<file path="src/rtl/mem_port_arbiter_if.sv">
// rtl/mem_port_arbiter_if.sv - request/grant bundle between requesters and the memory port arbiter
interface mem_port_arbiter_if;
    logic [3:0] req;
    logic       done;
    logic [3:0] gnt;
    logic [1:0] sel;
    logic       busy;
    logic       timeout;

    modport master (
        output req,
        output done,
        input  gnt,
        input  sel,
        input  busy,
        input  timeout
    );

    modport slave (
        input  req,
        input  done,
        output gnt,
        output sel,
        output busy,
        output timeout
    );
endinterface

</file>
<file path="src/rtl/mem_port_arbiter.sv">
// rtl/mem_port_arbiter.sv - round-robin four-way memory port arbiter with hold limit and turnaround gap
module mem_port_arbiter #(
    parameter int MAX_HOLD = 16,
    parameter int CNT_W    = 8
) (
    input  logic               clk,
    input  logic               rst,
    mem_port_arbiter_if.slave  bus
);

    typedef enum logic {IDLE, GRANT} state_t;

    state_t             state, state_nxt;
    logic [3:0]         gnt_q, gnt_nxt;
    logic [1:0]         sel_q, sel_nxt;
    logic [1:0]         ptr_q, ptr_nxt;
    logic [CNT_W-1:0]   hold_q, hold_nxt;
    logic               timeout_q, timeout_nxt;

    logic [1:0]         winner;
    logic [1:0]         scan_idx;
    logic               found;
    logic               owner_req;
    logic               at_limit;
    logic               release_now;

    // Release is evaluated only in GRANT; done outside GRANT is never looked at.
    assign owner_req   = bus.req[sel_q];
    assign at_limit    = (hold_q == CNT_W'(MAX_HOLD - 1));
    assign release_now = bus.done || !owner_req || at_limit;

    // Round-robin scan starting at ptr; first requesting index wins.
    always_comb begin
        winner   = ptr_q;
        scan_idx = ptr_q;
        found    = 1'b0;
        for (int k = 0; k < 4; k++) begin
            scan_idx = ptr_q + 2'(k);
            if (!found && bus.req[scan_idx]) begin
                winner = scan_idx;
                found  = 1'b1;
            end
        end
    end

    // State register plus the registered outputs and bookkeeping.
    always_ff @(posedge clk) begin
        if (rst) begin
            state     <= IDLE;
            gnt_q     <= 4'b0000;
            sel_q     <= 2'd0;
            ptr_q     <= 2'd0;
            hold_q    <= '0;
            timeout_q <= 1'b0;
        end else begin
            state     <= state_nxt;
            gnt_q     <= gnt_nxt;
            sel_q     <= sel_nxt;
            ptr_q     <= ptr_nxt;
            hold_q    <= hold_nxt;
            timeout_q <= timeout_nxt;
        end
    end

    // Next-state: arbitrate from IDLE, fall back to IDLE on any release cause.
    always_comb begin
        state_nxt = state;
        case (state)
            IDLE:    if (found)       state_nxt = GRANT;
            GRANT:   if (release_now) state_nxt = IDLE;
            default:                  state_nxt = IDLE;
        endcase
    end

    // Register next values; IDLE always drives gnt low so every grant is followed by a gap cycle.
    always_comb begin
        gnt_nxt     = gnt_q;
        sel_nxt     = sel_q;
        ptr_nxt     = ptr_q;
        hold_nxt    = hold_q;
        timeout_nxt = 1'b0;
        case (state)
            IDLE: begin
                gnt_nxt = 4'b0000;
                if (found) begin
                    gnt_nxt  = 4'b0001 << winner;
                    sel_nxt  = winner;
                    hold_nxt = '0;
                end
            end
            GRANT: begin
                if (release_now) begin
                    gnt_nxt     = 4'b0000;
                    ptr_nxt     = sel_q + 2'd1;
                    hold_nxt    = '0;
                    timeout_nxt = at_limit && !bus.done && owner_req;
                end else begin
                    hold_nxt = hold_q + 1'b1;
                end
            end
            default: begin
                gnt_nxt = 4'b0000;
            end
        endcase
    end

    assign bus.gnt     = gnt_q;
    assign bus.sel     = sel_q;
    assign bus.busy    = (state == GRANT);
    assign bus.timeout = timeout_q;

endmodule

</file>
<file path="src/flat_wrapper.sv">
// flat-port wrapper written by rule: the top's interface ports become plain ports
module mem_port_arbiter_flat 
#(
    parameter int MAX_HOLD = 16,
    parameter int CNT_W    = 8
)
  (clk, rst, bus_req, bus_done, bus_gnt, bus_sel, bus_busy, bus_timeout);
  mem_port_arbiter_if bus_i ();
  input  logic clk;
  input  logic rst;
  input wire logic [$bits(bus_i.req)-1:0] bus_req;
  input wire logic [$bits(bus_i.done)-1:0] bus_done;
  output wire logic [$bits(bus_i.gnt)-1:0] bus_gnt;
  output wire logic [$bits(bus_i.sel)-1:0] bus_sel;
  output wire logic [$bits(bus_i.busy)-1:0] bus_busy;
  output wire logic [$bits(bus_i.timeout)-1:0] bus_timeout;
  assign bus_i.req = bus_req;
  assign bus_i.done = bus_done;
  assign bus_gnt = bus_i.gnt;
  assign bus_sel = bus_i.sel;
  assign bus_busy = bus_i.busy;
  assign bus_timeout = bus_i.timeout;
  mem_port_arbiter #(.MAX_HOLD(MAX_HOLD), .CNT_W(CNT_W)) u_core (.clk(clk), .rst(rst), .bus(bus_i));
endmodule
</file>
<file path="config.mk">
export PLATFORM = sky130hd
export DESIGN_NAME = mem_port_arbiter_flat
export DESIGN_NICKNAME = d
export VERILOG_FILES = /design/src/rtl/mem_port_arbiter_if.sv /design/src/rtl/mem_port_arbiter.sv /design/src/flat_wrapper.sv
export SDC_FILE = /design/constraint.sdc
export NUM_CORES = 1
export LEC_CHECK = 0
export CAP_MARGIN = 5
export CORE_ASPECT_RATIO = 0.75
export CORE_UTILIZATION = 30
export DETAILED_ROUTE_END_ITERATION = 7
export PLACE_DENSITY = 0.51
export SYNTH_ARGS = -nofsm -noshare
export SYNTH_HDL_FRONTEND = slang
export SYNTH_SLANG_ARGS = --single-unit
</file>
<file path="constraint.sdc">
create_clock -name clk -period 1.8 [get_ports clk]
set_input_delay 0.45 -clock clk [delete_from_list [all_inputs] [get_ports clk]]
set_output_delay 0.45 -clock clk [all_outputs]
set_load 0.02 [all_outputs]
</file>
==> metrics.md <==
| Metric | Value |
|---|---|
| Outcome | finished clean |
| Largest vdd supply drop | 480 uV |
| Top cell type's share of synthesized area | 0.350 |
| FF+latch area | 362 sq um |
| Setup crit end kind | flip-flop |
| Ys async rst share | 0 |
| Initial DRC Count | 80 |
| Avg Inst Size Synth | 8.66 sq um |
| CTS Root Buffer Type | clkbuf_8 |
| Delay-heaviest family, CP | simple AND/OR/NAND/NOR gates |
| CP startpoint kind | input pin |
| Compound-Gate Fraction of Synth Area | 0.215 |
| Row Count | 18 |
| Synth cell types | 46 |
| IO Port Bufs | 14 |
| RSZ-0062 raised after global routing | false |
| DR vias/cell | 5.43 |
| Vias in the first global route | 837 |
| Worst Skew | 1.56 ps |
| R2R cell count | 4 |
| Flop2flop setup slack | 110 ps |
| Total power | 0.917 mW |
| Area post-placement | 0.00125 sq mm |
| Adder-Cell Fraction of Synth Area | 0.0121 |
| Worst rel slew slack | 0.693 |
| Post-synthesis mux area share | 0.0413 |
| Final period util | 0.956 |
| Die W | 69.7 um |
| Tot GR Track Use | 0.142 |
| Clock sinks | 18 |
| WL/cell | 13.9 um |
| Largest net degree at the start of global routing | 13 |
| Syn Inst Count | 119 |
| Post-synthesis xor/xnor area fraction | 0.0255 |
| P&R area growth vs syn | 27.8% |
| Slew Viols, Final | 0 |
| Worst path depth | 5 |
| Mapped Area | 0.00103 sq mm |
| Comb power frac | 0.226 |
| Clk pwr share | 0.298 |
| Static Leak | 0.493 nW |
| Post-synthesis simple-gate area fraction | 0.283 |
| Multi-input gate area in the final layout | 626 sq um |
| Psw | 0.254 mW |
| Max-Cap Viols | 0 |
| Clk_lat worst skew | 250 ps |
| Die Y | 52.8 um |
| Core Area | 0.00329 sq mm |
| Finish-stage setup viols | 0 |
| Post-synth EDFFs | 0 |
| CTS Buf Count | 3 |
| CP Buf/Inv Count | 1 |
| Final Hold Violating Endpoints | 0 |
| HPWL Detailed | 1920 um |
| DRC | 0 |
| Layout filler cell count | 326 |
| Post-layout net count | 152 |
| Routed wire length | 2530 um |
| Worst hold path class | flip-flop to flip-flop |
| Post-synthesis register bit count | 18 |
| Crit path required time | 1950 ps |
| Sw Share | 0.276 |
| Max FO, Critical Path | 4 |
| Seq/Total Area, Yosys | 0.350 |
| ANT cells | 0 |
| Global-route wire length before repair | 3990 um |
| TNS Setup | 0 ps |
| CP max stage delay | 570 ps |
| Layout cell share with drive strength beyond 1 | 0.162 |
| Antenna-violating nets left | 0 |
| CP Class | input pin to flip-flop |
| Finished Layout Cells | 182 |
| Final min period | 1720 ps |
| Worst Hold Endpoint | u_core.hold_q[0] |
| Grt total ovfl | 0 |
| Data arrival time of the critical path | 1870 ps |
| RR Startpoint | u_core.hold_q[5] |
| Initial Util | 0.314 |
| Setup ws final | 79.4 ps |
| Int Pwr | 0.664 mW |
| Main combinational cell family by area after synthesis | simple AND/OR/NAND/NOR gates |
| Dpl cells | 179 |
| Area leader, netlist | dfxtp_1 |
| Worst slack, placed | -387 ps |
| CTS tree | done |
| Post-synth top flop | dfxtp_1 |
| Clk pin slew, worst setup/hold paths | 60 ps |
| Max clock buf depth | 2 |
| Initial antenna violation count | 0 |
| Slowest CP cell | or4_4 |
| First-pass iteration count of the detailed router | 4 |
| Minimum hold slack | 496 ps |
| DR vias | 989 |
| Post-layout util | 0.401 |
| Flop pwr share | 0.476 |
| Cell area after layout | 0.00132 sq mm |
| DIE AREA | 0.00368 sq mm |
| Crit-path cells | dlygate4sd2_1 > or4_4 > o2111ai_2 > xor2_1 > nor4_1 |
| Measured slew at the worst slew-check pin | 456 ps |
| Top cells by area, synth | dfxtp_1 35%, nand2_1 4.0%, a21oi_1 3.9%, bufbuf_16 3.2%, nand4b_1 2.5% |
| WHS Path Cells | 2 |
| Ports | 15 |
| Syn Nets | 127 |
| Hold Crit Start | u_core.hold_q[0] |
| PD cells | 696 mW/mm^2 |
| Post-CTS setup buffer count | 0 |
| Yosys warnings | 0 |
| GPL Wtd Cong | 0.818 |
| Maximum operating frequency | 581 MHz |
| Reg-to-Reg End | u_core.ptr_q[0] |
| Max H-tree Level | 1 |
[cell usage after synthesis (3+ instances only)]
cell and instances:
nor2b_1 4, nor4_1 4, o21ai_0 5, inv_1 5, nand4b_1 3, or3_1 3, o41ai_1 3, nor3_1 4
nand2_1 11, nand4_1 3, nor2_1 6, nand3_1 4, a21oi_1 8, dfxtp_1 18
[per-layer routing]
layer	wire (um)	track usage	vias up
li1	-	-	498
met1	1300	0.212	466
met2	1070	0.202	23
met3	155	0.0462	2
met4	4	0.0100	0
met5	0	0	-
[how the worst max path moves through the flow]
stage | slack [ps] | end | startpoint
2_1_floorplan | 110 | u_core.ptr_q[0] | u_core.bus.sel[0]
3_3_place_gp | -350 | u_core.bus.gnt[2] | bus_req[2]
3_5_place_dp | -390 | u_core.ptr_q[0] | bus_req[3]
4_1_cts | 8 | u_core.hold_q[4] | bus_done
5_1_grt | 4 | u_core.hold_q[5] | bus_req[0]
6_report | 80 | u_core.hold_q[6] | bus_req[1]
[state kept, by name, summed over array words and instances (netlist names)]
signal,flops
u_core.hold_q,8
u_core.ptr_q,2
u_core.bus.gnt,4
u_core.bus.sel,2
u_core.bus.timeout,1
u_core.bus.busy,1
[power groups by stage]
stage	clock network (mW)	logic (mW)	registers, mW
CTS	0.288	0.205	0.437
global placement	0	0.199	0.445
floorplan	0	0.112	0.457
detailed placement	0	0.200	0.445
global route	0.302	0.226	0.439
finish	0.273	0.208	0.437
[worst register-to-register path, delay by kind of cell, from the launching register on]
family          cells  cell delay, ps
simple gates        2             870
flops               1             370
compound gates      2             390
[cell usage in the layout (no fill, tap or decap), types with 2 or more instances in the layout]
| cell type | Yosys | final |
|---|---|---|
| a211oi_1 | 2 | 2 |
| a21oi_1 | 8 | 8 |
| and3_1 | 2 | 2 |
| buf_4 | 1 | 11 |
| clkbuf_8 | 0 | 3 |
| clkdlybuf4s50_1 | 0 | 9 |
| dfxtp_1 | 18 | 17 |
| dlygate4sd2_1 | 0 | 4 |
| inv_1 | 5 | 5 |
| mux2i_1 | 2 | 2 |
| nand2_1 | 11 | 11 |
| nand3_1 | 4 | 4 |
| nand3b_1 | 2 | 2 |
| nand4_1 | 3 | 3 |
| nand4b_1 | 3 | 3 |
| nor2_1 | 6 | 6 |
| nor2b_1 | 4 | 4 |
| nor3_1 | 4 | 4 |
| nor4_1 | 4 | 4 |
| o21ai_0 | 5 | 3 |
| o21ai_1 | 0 | 2 |
| o41ai_2 | 0 | 2 |
| or3_1 | 3 | 3 |
| or4_4 | 1 | 2 |
| xnor2_1 | 2 | 2 |
[area by class of cell]
type | count | area share
clock buffer | 3 | 0.0313
sequential | 18 | 0.274
timing repair buffer | 25 | 0.167
tap | 40 | 0.0380
multi-input combinational | 91 | 0.475
inverter | 5 | 0.0142
[timing repair]
action | CTS | global route
endpoints found under the setup margin | 15 | 2
resized for setup | 11 | 2
endpoints found under the hold margin | 0 | 0
pin swaps | 3 | 0
hold buffers | 0 | 0
[kinds of logic after synthesis]
kind of cell	count (synthesis)
xor gates and xnor gates	3
muxes	3
adders and majority gates	1
DFF	18
AOI/OAI and AO/OA	32
and+or+nand+nor	52
buffers and inverters	10
No activity file was read; power rests on OpenSTA's default activity.
==> RTL edit 1 (same flow settings) <==
`CNT_W` is set to 8 in 2 places; all go to 12.
--- a/src/rtl/mem_port_arbiter.sv
+++ b/src/rtl/mem_port_arbiter.sv
@@ -1,7 +1,7 @@
 // rtl/mem_port_arbiter.sv - round-robin four-way memory port arbiter with hold limit and turnaround gap
 module mem_port_arbiter #(
     parameter int MAX_HOLD = 16,
-    parameter int CNT_W    = 8
+    parameter int CNT_W    = 12
 ) (
     input  logic               clk,
     input  logic               rst,
--- a/src/flat_wrapper.sv
+++ b/src/flat_wrapper.sv
@@ -2,7 +2,7 @@
 module mem_port_arbiter_flat 
 #(
     parameter int MAX_HOLD = 16,
-    parameter int CNT_W    = 8
+    parameter int CNT_W    = 12
 )
   (clk, rst, bus_req, bus_done, bus_gnt, bus_sel, bus_busy, bus_timeout);
   mem_port_arbiter_if bus_i ();
Function: no difference found for any inputs over 10 cycles, from zero or initial values and one cycle with rst high; that may be too few to reach the edited logic, so the function may still have changed.
==> RTL edit 1 against the original RTL <==
Sequential cell count grew 4; cell count is 24% higher; register-to-register slack worse by 0.03 ns; total power is 30% higher; final area increased by 24%; count of clock-buffer cells in the layout stayed put; setup slack got worse by 0.015 ns; worst hold slack got worse by 0.048 ns; via count grew 10%; area after synthesis increased by 7.6%; utilization increased by 8.1 points; maximum frequency shrank 0.88%; clock skew rose by 0.0042 ns; routed wire length up 14%; critical endpoint is now bus_busy.
==> RTL edit 1: results (changes against the original RTL) <==
* Status: finished clean (unchanged)
* Slew @ Worst Pin at 0.654 ns (was 0.456 ns)
* Vias per cell at 4.84 (was 5.43)
* Met3 GRT Util at 4.05% (was 4.62%)
* Post-DP HPWL at 2170 um (was 1920 um)
* Final std cells w/o fill at 225 (was 182)
* Maximum VDD drop at 0.358 mV (was 0.480 mV)
* Top cells by count, synth: dfxtp_1, nand2_1, nor2_1 (was dfxtp_1, nand2_1, a21oi_1)
* Sequential fraction of the synthesis area at 39.7% (was 35.0%)
* Critical path's largest stage delay at 0.63 ns (was 0.57 ns)
* Vias in the first global route at 1010 (was 837)
* Hold WS at 0.448 ns (was 0.496 ns)
* Hold Path End: u_core.bus.gnt[0]$_SDFFE_PP0P_ (was u_core.hold_q[0]$_SDFFE_PP0P_)
* Met3 wire len at 97 um (was 155 um)
* Slowest-stage cell, CP: clkdlybuf4s50_1 (was or4_4)
* M1 wire length at 1540 um (was 1300 um)
* Global-route wire length before repair at 4690 um (was 3990 um)
* Gr usage total at 15.8% (was 14.2%)
* Placed Cells at 218 (was 179)
* Clk slew on worst S/H paths at 0.08 ns (was 0.06 ns)
* Top area cells in the synthesized netlist: dfxtp_1, nand2_1, nor2_1, nand2b_1, a21oi_1 (was dfxtp_1, nand2_1, a21oi_1, bufbuf_16, nand4b_1)
* Placement Cell Area at 1460 um^2 (was 1250 um^2)
* Avg Inst Size Synth at 8.16 um^2 (was 8.66 um^2)
* CP Capture Point: bus_busy (was u_core.hold_q[6]$_SDFFE_PP0P_)
* Routability cong. at 0.882 (was 0.818)
* Post-placement setup slack at -0.428 ns (was -0.387 ns)
* Syn nets at 144 (was 127)
* LEAKAGE at 0.000666 uW (was 0.000493 uW)
* Critical Path AT at 1.29 ns (was 1.87 ns)
* Critical Path Start: u_core.bus.busy$_SDFF_PP0_ (was bus_req[1])
* Crit path max-delay family: buffers and inverters (was simple AND/OR/NAND/NOR gates)
* FF-to-FF setup slack at 0.08 ns (was 0.11 ns)
* M1 GR Usage at 21.9% (was 21.2%)
* Max reg flops at 12 (was 8)
RTL edit 1: final cells by class:
class                   count  area (um^2)
inverters                   2         7.51
well taps                  50         62.6
multi-input cells         110          729
fillers                   316         1760
clock buffers               3         41.3
flip-flops and latches     22          442
clock inverters             1         30.0
repair buffers             37          324
RTL edit 1: logic make-up (layout without fill, tap and decap cells):
group | Yosys count | after routing | share of synthesized area, %
muxes | 4 | 4 | 3.83
AOI/OAI and AO/OA | 26 | 26 | 14.4
buffers and inverters | 4 | 43 | 1.35
DFF | 22 | 22 | 39.7
and+or+nand+nor | 73 | 73 | 34.8
xor gates and xnor gates | 6 | 6 | 4.74
adders and majority gates | 1 | 1 | 1.13
RTL edit 1: where the power goes:
group          switching, uW  total (uW)  internal, uW
combinational            106         215           109
clock                    162         459           297
sequential              16.7         520           503
RTL edit 1: repair_timing:
action                                  4_1_cts  5_1_grt
pin swaps                                     2        8
endpoints found under the setup margin       14       22
buffers inserted                              0        3
gates resized for setup                       8       17
==> RTL edit 2 (same settings) <==
Made on the original files. `hold_q` no longer has a reset.
--- a/src/rtl/mem_port_arbiter.sv
+++ b/src/rtl/mem_port_arbiter.sv
@@ -50,16 +50,18 @@
             gnt_q     <= 4'b0000;
             sel_q     <= 2'd0;
             ptr_q     <= 2'd0;
-            hold_q    <= '0;
             timeout_q <= 1'b0;
         end else begin
             state     <= state_nxt;
             gnt_q     <= gnt_nxt;
             sel_q     <= sel_nxt;
             ptr_q     <= ptr_nxt;
-            hold_q    <= hold_nxt;
             timeout_q <= timeout_nxt;
         end
+    end
+
+    always_ff @(posedge clk) begin
+        hold_q <= hold_nxt;
     end
 
     // Next-state: arbitrate from IDLE, fall back to IDLE on any release cause.
Function: no difference found for any inputs over 10 cycles, from zero or initial values and one cycle with rst high; that may be too few to reach the edited logic, so the function may still have changed.
==> RTL edit 2 against the original RTL <==
Setup slack lost 0.024 ns; sequential cell count is the same; routed wire length shrank 28%; utilization grew 1.9 points; final area shrank 5.9%; critical path depth shrank 4; combinational power shrank 18%; clock power grew 3%; total power grew 0.22%; first-iteration DRC count shrank 71%; area after synthesis shrank 9.0%; sequential power grew 6.9%; highest routed layer unchanged.
==> RTL edit 2: results (changes against the original RTL) <==
* Slew @ Worst Pin at 0.387 ns (was 0.456 ns)
* Hold WS at 0.472 ns (was 0.496 ns)
* Fin nets at 124 (was 152)
* M1 wire length at 911 um (was 1300 um)
* Global-route wire length before repair at 3310 um (was 3990 um)
* Status: finished clean (unchanged)
* Critical path's largest stage delay at 0.64 ns (was 0.57 ns)
* Routed wl met2 at 827 um (was 1070 um)
* Post-placement setup slack at -0.331 ns (was -0.387 ns)
* Crit path max-delay family: buffers and inverters (was simple AND/OR/NAND/NOR gates)
* Netlist cell types at 36 (was 46)
* Number of synthesized flops with an enable pin at 8 (was 0)
* Critical Path AT at 1.29 ns (was 1.87 ns)
* Vias per cell at 4.80 (was 5.43)
* DRT iter0 DRCs at 23 (was 80)
* Met3 GRT Util at 4.77% (was 4.62%)
* FF-to-FF setup slack at 0.15 ns (was 0.11 ns)
* Layout fillers at 295 (was 326)
* Clock Skew at 0.00663 ns (was 0.00156 ns)
* Post_cts resized at 4 (was 11)
* Worst R2R End: u_core.hold_q[2]$_SDFFCE_PP0P_ (was u_core.ptr_q[0]$_SDFFE_PP0P_)
* CP Capture Point: bus_sel[1] (was u_core.hold_q[6]$_SDFFE_PP0P_)
* Mapped Cells at 92 (was 119)
* Largest net degree at the start of global routing at 11 (was 13)
* Top area cells in the synthesized netlist: edfxtp_1, dfxtp_1, nor2_1, a21oi_1, xnor2_1 (was dfxtp_1, nand2_1, a21oi_1, bufbuf_16, nand4b_1)
* Syn nets at 100 (was 127)
* Final std cells w/o fill at 153 (was 182)
* Maximum VDD drop at 0.504 mV (was 0.480 mV)
* Post-DP HPWL at 1400 um (was 1920 um)
* M1 GR Usage at 18.5% (was 21.2%)
* WL final at 1820 um (was 2530 um)
* Placement Cell Area at 1160 um^2 (was 1250 um^2)
* LEAKAGE at 0.000495 uW (was 0.000493 uW)
* Hold Path End: u_core.bus.gnt[0]$_SDFFE_PP0P_ (was u_core.hold_q[0]$_SDFFE_PP0P_)
* Met3 wire len at 70 um (was 155 um)
* Max Clock Freq at 573 MHz (was 581 MHz)
* Hold Path Origin: u_core.bus.gnt[0]$_SDFFE_PP0P_ (was u_core.hold_q[0]$_SDFFE_PP0P_)
* Top cells by count, synth: nor2_1, dfxtp_1, edfxtp_1 (was dfxtp_1, nand2_1, a21oi_1)
* Slowest-stage cell, CP: clkdlybuf4s50_1 (was or4_4)
* Routability cong. at 0.861 (was 0.818)
* Met2 usage at 20.5% (was 20.2%)
## RTL edit 2: area by class of cell
class                           count  area (um^2)  share of cell area, %
Timing Repair Buffer               21          196                   15.8
Tap cell                           38         47.5                   3.83
Sequential cell                    18          440                   35.5
Multi-Input combinational cell     72          510                   41.2
Clock buffer                        4         45.0                   3.63
## RTL edit 2: report_power, final
| part | switching (uW) | internal (uW) | total [uW] |
|---|---|---|---|
| combinational | 79.3 | 91.2 | 170 |
| sequential | 21.3 | 446 | 467 |
| clock | 125 | 157 | 281 |
| total | 225 | 694 | 919 |
## RTL edit 2: logic make-up (layout without fill, tap and decap cells)
kind of cell	Yosys count	in the layout	synth area share (%)
flops	18	18	46.9
buf+inv	2	25	1.60
mux	3	3	4.53
compound gates	16	16	12.1
simple gates	46	46	27.9
fa+ha+maj	1	1	1.33
xor+xnor	6	6	5.60
